===== config.mk =====
export PLATFORM = sky130hd
export DESIGN_NAME = exc_ctrl
export DESIGN_NICKNAME = d
export VERILOG_FILES = /design/src/rtl/exc_ctrl_pkg.sv /design/src/rtl/exc_ctrl_prio_enc.sv /design/src/rtl/exc_ctrl.sv
export SDC_FILE = /design/constraint.sdc
export NUM_CORES = 1
export LEC_CHECK = 0
export ABC_AREA = 1
export CORE_MARGIN = 1.5
export CORE_UTILIZATION = 40
export DETAILED_ROUTE_END_ITERATION = 12
export HOLD_SLACK_MARGIN = 0.06
export PLACE_DENSITY_LB_ADDON = 0.12
export SETUP_SLACK_MARGIN = 0.4
export SYNTH_ARGS = -nofsm -noshare
export SYNTH_HDL_FRONTEND = slang
export SYNTH_HIERARCHICAL = 1
export SYNTH_SLANG_ARGS = --single-unit

===== constraint.sdc =====
create_clock -name clk -period 7.75 [get_ports clk]
set_clock_uncertainty 0.1 [all_clocks]
set_input_delay 1.55 -clock clk [delete_from_list [all_inputs] [get_ports clk]]
set_output_delay 1.55 -clock clk [all_outputs]
set_load 0.05 [all_outputs]

===== src/rtl/exc_ctrl_pkg.sv =====
// Shared exception codes, FSM state encoding and flag bundle for the exception controller.
package exc_ctrl_pkg;

  localparam logic [4:0] EXC_INT  = 5'h00;
  localparam logic [4:0] EXC_ADEL = 5'h04;
  localparam logic [4:0] EXC_ADES = 5'h05;
  localparam logic [4:0] EXC_SYS  = 5'h08;
  localparam logic [4:0] EXC_BP   = 5'h09;
  localparam logic [4:0] EXC_RI   = 5'h0a;
  localparam logic [4:0] EXC_OV   = 5'h0c;
  localparam logic [4:0] EXC_ERET = 5'h0e;
  localparam logic [4:0] EXC_NONE = 5'h1f;

  typedef enum logic {
    IDLE  = 1'b0,
    FLUSH = 1'b1
  } state_e;

  typedef enum logic [1:0] {
    BA_ZERO = 2'd0,
    BA_PC   = 2'd1,
    BA_ADDR = 2'd2
  } badaddr_sel_e;

  typedef struct packed {
    logic adel;
    logic ri;
    logic ov;
    logic sys;
    logic bp;
    logic eret;
    logic ld_adel;
    logic st_ades;
  } exc_flags_t;

endpackage


===== src/rtl/exc_ctrl_prio_enc.sv =====
// Combinational priority encoder: picks the highest-priority pending exception source.
module exc_prio_enc
  import exc_ctrl_pkg::*;
(
  input  logic         int_pend_i,
  input  exc_flags_t   flags_i,
  output logic         hit_o,
  output logic [4:0]   code_o,
  output badaddr_sel_e badaddr_sel_o,
  output logic         is_eret_o
);

  always_comb begin
    hit_o         = 1'b1;
    code_o        = EXC_NONE;
    badaddr_sel_o = BA_ZERO;
    is_eret_o     = 1'b0;
    if (int_pend_i) begin
      code_o = EXC_INT;
    end else if (flags_i.adel) begin
      code_o        = EXC_ADEL;
      badaddr_sel_o = BA_PC;
    end else if (flags_i.ri) begin
      code_o = EXC_RI;
    end else if (flags_i.ov) begin
      code_o = EXC_OV;
    end else if (flags_i.sys) begin
      code_o = EXC_SYS;
    end else if (flags_i.bp) begin
      code_o = EXC_BP;
    end else if (flags_i.eret) begin
      code_o    = EXC_ERET;
      is_eret_o = 1'b1;
    end else if (flags_i.ld_adel) begin
      code_o        = EXC_ADEL;
      badaddr_sel_o = BA_ADDR;
    end else if (flags_i.st_ades) begin
      code_o        = EXC_ADES;
      badaddr_sel_o = BA_ADDR;
    end else begin
      hit_o = 1'b0;
    end
  end

endmodule


===== src/rtl/exc_ctrl.sv =====
// Exception arbiter between MEM and CP0: one-cycle exception pulse to CP0, pipeline flush
// and fetch redirect to the exception vector (or EPC on eret).
module exc_ctrl
  import exc_ctrl_pkg::*;
#(
  parameter int          FLUSH_CYCLES = 2,
  parameter logic [31:0] EXC_VECTOR   = 32'hBFC00380
) (
  input  logic        clk,
  input  logic        rst,
  input  logic        mem_valid,
  input  logic        stall,
  input  logic [31:0] mem_pc,
  input  logic        mem_ds,
  input  logic [31:0] mem_addr,
  input  logic        f_adel,
  input  logic        f_ri,
  input  logic        f_ov,
  input  logic        f_sys,
  input  logic        f_bp,
  input  logic        f_eret,
  input  logic        f_ld_adel,
  input  logic        f_st_ades,
  input  logic [31:0] cp0_status,
  input  logic [31:0] cp0_cause,
  input  logic [31:0] cp0_epc,
  output logic [4:0]  exc_code,
  output logic [31:0] bad_addr,
  output logic        delay_slot,
  output logic [31:0] exc_pc,
  output logic        flush,
  output logic        redirect,
  output logic [31:0] redirect_pc,
  output state_e      dbg_state
);

  localparam int CW = $clog2(FLUSH_CYCLES) + 1;

  state_e          state_q, state_d;
  logic [CW-1:0]   cnt_q, cnt_d;
  logic [4:0]      code_q, code_d;
  logic [31:0]     bad_addr_q, bad_addr_d;
  logic            ds_q, ds_d;
  logic [31:0]     pc_q, pc_d;
  logic            flush_q, flush_d;
  logic            redirect_q, redirect_d;
  logic [31:0]     rpc_q, rpc_d;

  logic            int_pend;
  exc_flags_t      flags;
  logic            hit;
  logic [4:0]      enc_code;
  badaddr_sel_e    enc_sel;
  logic            enc_eret;
  logic            take;

  logic            unused_ok;
  assign unused_ok = ^{cp0_status[31:16], cp0_status[7:2], cp0_cause[31:16], cp0_cause[7:0]};

  assign int_pend = !cp0_status[1] & cp0_status[0] & |(cp0_status[15:8] & cp0_cause[15:8]);
  assign flags    = '{adel: f_adel, ri: f_ri, ov: f_ov, sys: f_sys, bp: f_bp,
                      eret: f_eret, ld_adel: f_ld_adel, st_ades: f_st_ades};

  exc_prio_enc u_prio (
    .int_pend_i    (int_pend),
    .flags_i       (flags),
    .hit_o         (hit),
    .code_o        (enc_code),
    .badaddr_sel_o (enc_sel),
    .is_eret_o     (enc_eret)
  );

  // Only IDLE can accept; anything seen during FLUSH belongs to a squashed instruction.
  assign take = (state_q == IDLE) & mem_valid & !stall & hit;

  always_comb begin
    state_d    = state_q;
    cnt_d      = cnt_q;
    code_d     = code_q;
    bad_addr_d = bad_addr_q;
    ds_d       = ds_q;
    pc_d       = pc_q;
    flush_d    = flush_q;
    redirect_d = redirect_q;
    rpc_d      = rpc_q;
    case (state_q)
      IDLE: begin
        if (take) begin
          code_d     = enc_code;
          ds_d       = mem_ds;
          pc_d       = mem_pc;
          flush_d    = 1'b1;
          redirect_d = 1'b1;
          cnt_d      = CW'(FLUSH_CYCLES - 1);
          state_d    = FLUSH;
          rpc_d      = enc_eret ? cp0_epc : EXC_VECTOR;
          case (enc_sel)
            BA_PC:   bad_addr_d = mem_pc;
            BA_ADDR: bad_addr_d = mem_addr;
            default: bad_addr_d = 32'h0;
          endcase
        end
      end
      FLUSH: begin
        code_d     = EXC_NONE;
        redirect_d = 1'b0;
        if (cnt_q != '0) begin
          cnt_d = cnt_q - CW'(1);
        end else begin
          flush_d = 1'b0;
          state_d = IDLE;
        end
      end
      default: state_d = IDLE;
    endcase
  end

  always_ff @(posedge clk or posedge rst) begin
    if (rst) begin
      state_q    <= IDLE;
      cnt_q      <= '0;
      code_q     <= EXC_NONE;
      bad_addr_q <= 32'h0;
      ds_q       <= 1'b0;
      pc_q       <= 32'h0;
      flush_q    <= 1'b0;
      redirect_q <= 1'b0;
      rpc_q      <= 32'h0;
    end else begin
      state_q    <= state_d;
      cnt_q      <= cnt_d;
      code_q     <= code_d;
      bad_addr_q <= bad_addr_d;
      ds_q       <= ds_d;
      pc_q       <= pc_d;
      flush_q    <= flush_d;
      redirect_q <= redirect_d;
      rpc_q      <= rpc_d;
    end
  end

  assign exc_code    = code_q;
  assign bad_addr    = bad_addr_q;
  assign delay_slot  = ds_q;
  assign exc_pc      = pc_q;
  assign flush       = flush_q;
  assign redirect    = redirect_q;
  assign redirect_pc = rpc_q;
  assign dbg_state   = state_q;

endmodule


# [Word level (Yosys, flattened, before mapping)]
# Cells that the tools add are included.
[word_totals] ff_bits=107 inputBits=173 out_inout_bits=105
[op_classes] addsub=1 n_eq_ne=5 muxes=48 n_bitwise=7 reduce_logical=7
[op_table] cell="$pmux 32 s2" count=1
[op_table] cell="$mux 5" count=10
[op_table] cell="$mux 32" count=1
[op_table] cell="$mux 2" count=11
[op_table] cell="$mux 1" count=20
[op_table] cell="$pmux 5 s2" count=1
[op_table] cell="$and 8x8->8" count=1
[op_table] cell="$reduce_or 8->1" count=1
[op_table] cell="$pmux 1 s2" count=3
[op_table] cell="$reduce_and 2->1" count=3
[op_table] cell="$and 1x1->1" count=5
[op_table] cell="$ne 2x2->1 const B" count=2
[op_table] cell="$pmux 2 s2" count=1
[op_table] cell="$eq 2x1->1 const B" count=1
[op_table] cell="$eq 2x2->1 const B" count=1
[op_table] cell="$logic_not 1->1" count=2
[op_table] cell="$ne 2x1->1 const B" count=1
[op_table] cell="$reduce_bool 2->1" count=1
[op_table] cell="$sub 2x1->2 const B" count=1
[op_table] cell="$not 1->1" count=1

# [Longest topological paths before layout]
[depth] depth_word=12 ltp_mapped=15

# [Cells and area by module]
# Netlist, hierarchy kept.
[by_module_without_submodules] mod="exc_ctrl" instances=1 cells_per_inst=592 area_each_um2=4695.8 seq_area_each_um2=2683.8
[by_module_without_submodules] mod="exc_prio_enc" instances=1 cells_per_inst=29 area_each_um2=137.6 seq_area_each_um2=0.0

# [Worst setup path before layout]
# Ideal clock, no wire load.
[synth_timing] kind="in2reg" start="input port cp0_status[14]" end="register bad_addr_q[10], in the netlist bad_addr[10]" t_arrival_ns=3.052 required_ns=7.567 slack_ns=4.515 cell_stages=12 n_path_buf=1 cell_sequence="nand2_1 -> nand2_1 -> nor2_1 -> a21oi_1 -> nor2_2 -> inv_1 -> nor3_1 -> ha_1 -> inv_1 -> clkbuf_1 -> nand2_1 -> o21ai_0"
[synth_between] elab_chain_cells=6 elab_cells_between_ends=10 cone_classes="2 x eq/ne; 3 x mux; 3 x bitwise; 2 x reduce/logical"
[synth_rtl] element="start: declaration" line_no="exc_ctrl.sv:24" text="input logic [31:0] cp0_status,"
[synth_rtl] element="$and 8x8->8 (*)" line_no="exc_ctrl.sv:60" text="assign int_pend = !cp0_status[1] & cp0_status[0] & |(cp0_status[15:8] & cp0_cause[15:8]);"
[synth_rtl] element="$reduce_or 8->1 (*)" line_no="exc_ctrl.sv:60"
[synth_rtl] element="$and 1x1->1 (*)" line_no="exc_ctrl.sv:60"
[synth_rtl] element="named net int_pend" line_no="exc_ctrl.sv:49" text="logic int_pend;"
[synth_rtl] element="$mux 2 (*)" line_no="exc_ctrl_prio_enc.sv:18" text="if (int_pend_i) begin"
[synth_rtl] element="named net enc_sel[1]" line_no="exc_ctrl.sv:53" text="badaddr_sel_e enc_sel;"
[synth_rtl] element="$eq 2x2->1 / $eq 2x1->1 (equally long branches)" line_no="exc_ctrl.sv:97" text="case (enc_sel)"
[synth_rtl] element="$pmux 32 s2 (*)" line_no="exc_ctrl.sv:97"
[synth_rtl] element="end signal: assignment" line_no="exc_ctrl.sv:133" text="bad_addr_q <= bad_addr_d;"
[synth_rtl] element="end: declaration" line_no="exc_ctrl.sv:42" text="logic [31:0] bad_addr_q, bad_addr_d;"
# Mark *: on every way through the listed nets, which the timed path passes. The rest lies on a longest branch.
# A chain may end at the register's enable or synchronous reset.

# [Final worst setup path]
[layout_timing] start="input port cp0_status[15]" end="register code_q[3], in the netlist exc_code[3]"
[layout_between] elab_chain_cells=6 elab_cells_between_ends=9 cone_classes="1 x eq/ne; 4 x mux; 3 x bitwise; 1 x reduce/logical"
[layout_rtl] element="$and 8x8->8" line_no="exc_ctrl.sv:60"
[layout_rtl] element="$reduce_or 8->1" line_no="exc_ctrl.sv:60"
[layout_rtl] element="$and 1x1->1" line_no="exc_ctrl.sv:60"
[layout_rtl] element="named net int_pend" line_no="exc_ctrl.sv:49"
[layout_rtl] element="$mux 1" line_no="exc_ctrl_prio_enc.sv:18"
[layout_rtl] element="named net hit" line_no="exc_ctrl.sv:51" text="logic hit;"
[layout_rtl] element="$and 1x1->1" line_no="exc_ctrl.sv:74" text="assign take = (state_q == IDLE) & mem_valid & !stall & hit;"
[layout_rtl] element="$ne 2x2->1 (no source line)"
[layout_rtl] element="end signal: assignment" line_no="exc_ctrl.sv:132" text="code_q <= code_d;"
[layout_rtl] element="end: declaration" line_no="exc_ctrl.sv:41" text="logic [4:0] code_q, code_d;"
# The timed path passes the listed nets, and every way through them passes these cells. The select of a mux whose other input is x is not followed.

==> impl_results.md <==
- Status: complete, no violations
- Largest stage delay, worst path: about 0.56 ns
- RSZ-0062 raised after global routing: false
- Max-slew headroom: between 20% and 30%
- Period utilization: between 50% and 60%
- CP top delay family: buffers and inverters
- ANT cells: 0
- Combinational share of power: 47.9%
- GRT Util Overall: 22.8%
- Total CTS buffers: 9
- IO Pins: 278
- DRC Markers: 0
- Syn avg cell area: just under 8 µm²
- Height of the die: 113 µm
- Worst VDD drop: 181 µV
- Detailed Place HPWL: 10,100 µm
- Top cells by area, synth: dfrtp_1 (53%), nand2_1 (24%), o21ai_0 (4.3%), nand3_1 (3.7%), nor2_1 (2.8%)
- I/O Buffers: 231
- Top-area cell type share of the netlist area: 52.8%
- Number of fill cells: 1,015
- Clock power share: 19.9%
- Vias post-DR: 4,783
- DR pass1 iterations: 6
- FF+latch count, synth: 107
- GR Overflow Total: 0
- # rows: 39
- Static Leak: 3.47 nW
- Pint: 1.41 mW
- Initial Util: 41.6%
- Initial antenna violation count: 0
- Sequence of cells on the critical path: clkdlybuf4s50_1, nand2_1, nand2_1, nor2_1, a21oi_1, nor2_2, nand3_1, nor2_2, inv_1, nand2_1, inv_2, nand2_4, buf_4, nand2_1, nor2_1, nor2_1
- Max_cap viols: 0
- Post-synth net total: 797
- Number of vias per cell: a little under 5
- CTS tree: built
- Hold_buf cts: 0
- Cells after Synth: 621
- Yosys warnings: 6
- Total net switching power: roughly 1.1 mW
- Multi-input logic area: 0.00193 mm²
- First-pass GRT wire length: 23,000 µm
- Post_cts resized: 0
- CP arrival: 4.80 ns
- Worst hold path class: reg -> reg
- Max-slew violation count: 0
- CP Max Fanout: 72
- WL/cell: between 10 and 15 µm
- Seq. cell area: 0.00268 mm²
- CTS Buffer Depth: 2
- Area leader, netlist: dfrtp_1
- Initial DRC Count: about 290
- Worst-Margin Slew: 1.12 ns
- Synth Cell Area: 0.00483 mm²
- Setup Viol. Count Final: 0
- Min Tclk post-route: 4.63 ns
- CP Buf/Inv Count: 4
- Final nets: 1,009
- Share of power burned in registers: between 30% and 40%
- Register area share after synthesis: 55.5%
- Share of layout cells above drive strength 1: 4.30%
- Layout Utilization: 65.0%
- Placed cell area: 0.00722 mm²
- Global placer's final weighted congestion: 0.808
- Net Sw Frac: 43.8%
- Pin count of the biggest net entering global routing: 73
- Setup tns final: 0 ns
- Most used cell, CP: nand2_1
- PD cells: about 330 mW/mm²
- Vias in the first global route: 4,710
- Clock sink count: approximately 110
- Core box area: 0.0116 mm²
- CP endpoint kind: flip-flop
- Post-synth cell types: 22
- WP data required: 7.92 ns
- Clock transition at path regs: 0.06 ns
- H-tree depth: 3
- WS Path Type: in -> reg
- CP max stage cell: nand2_4
- P&R area growth vs syn: 56.2%
- Die ar.: 0.0128 mm²
- Die span in x: between 100 and 150 µm
- Routed Antenna Nets: 0
- Root buffer cell: clkbuf_16
- Post-Route WL: ~14,000 µm
- Postcts setup bufs: 0
- Maximum achievable frequency: 216 MHz
- Post-route cell area: 0.00755 mm²
- Worst skew pair latency: 0.34 ns
- Hold Vio Cnt, Final: 0
- Setup crit start kind: input port
[Yosys cell counts, drive strengths merged]
library cell  instances
a21oi                 5
buf                  17
clkbuf               19
dfrtp               102
dfstp                 5
ha                    3
inv                  18
nand2               305
nand3                36
nand4                 1
nor2                 39
nor3                  3
o21ai                67
or2                   1
[metal layers]
layer	global-route usage, %	vias to the layer above	share of wire (%)
li1	-	2368	-
met1	27.1	2199	41
met2	39.1	192	48
met3	6.75	24	8.2
met4	9.08	0	2.2
met5	0	-	0
[flip-flops by register name, indices dropped and copies added, names as in the netlist]
signal	flops
cnt_q	2
dbg_state	1
bad_addr	32
redirect_pc	32
flush	1
delay_slot	1
redirect	1
exc_code	5
exc_pc	32
[worst min-delay path, stage by stage (launching register included)]
cell     delay, ns
dfrtp_1       0.34
nand2_1       0.05
nand2_1       0.05
[area by class of cell]
class                           instances  share of cell area [%]
Inverter                               18                   0.928
Sequential cell                       107                    35.5
Clock buffer                           12                    3.40
Multi-Input combinational cell        460                    25.6
Tap cell                              143                    2.37
Timing Repair Buffer                  237                    31.2
Clock inverter                          4                   0.961
[worst paths after layout]
kind,startpoint,end,slack (ns),cells past startpoint
setup / recovery,cp0_status[15],exc_code[3],3.12,16
hold / removal,exc_pc[1],exc_pc[1],0.37,2
setup reg to reg,dbg_state,exc_code[3],4.90,6
hold reg to reg,exc_pc[1],exc_pc[1],0.37,2
max in group asynchronous,rst,exc_pc[31],4.83,3
min in group asynchronous,rst,exc_pc[19],1.54,2
[kinds of logic after synthesis]
family | Yosys count | synth area share, %
adders and majority gates | 3 | 0.777
DFF | 107 | 55.5
AOI/OAI and AO/OA | 72 | 7.53
and+or+nand+nor | 385 | 31.5
buffers and inverters | 54 | 4.71
[metrics by stage]
step | instances | worst slack (ns) | hold WS, ns | power [mW]
floorplan | 621 | 3.29 | 0.378 | 1.58
global placement | 965 | 2.87 | 0.354 | 2.01
detailed placement | 965 | 2.78 | 0.358 | 2.03
CTS | 981 | 3.12 | 0.374 | 2.53
global route | 981 | 2.81 | 0.389 | 2.63
finish | 981 | 3.12 | 0.370 | 2.51
[power groups by stage]
| stage | logic [mW] | clock network (mW) | registers [mW] |
|---|---|---|---|
| floorplan | 0.227 | 0 | 1.35 |
| global placement | 1.20 | 0 | 0.813 |
| detailed placement | 1.21 | 0 | 0.819 |
| CTS | 1.21 | 0.511 | 0.812 |
| global route | 1.27 | 0.532 | 0.830 |
| finish | 1.20 | 0.499 | 0.811 |
[cell usage in the layout, fill, tap and decap left out, types with 3 or more instances in the layout]
master             n
a21oi_1            5
buf_4              6
clkbuf_16          9
clkdlybuf4s50_1  231
dfrtp_1          102
dfstp_2            5
ha_1               3
inv_1             16
nand2_1          304
nand3_1           36
nor2_1            36
o21ai_0           42
o21ai_1           24
Power figures use the tool's default switching activity.
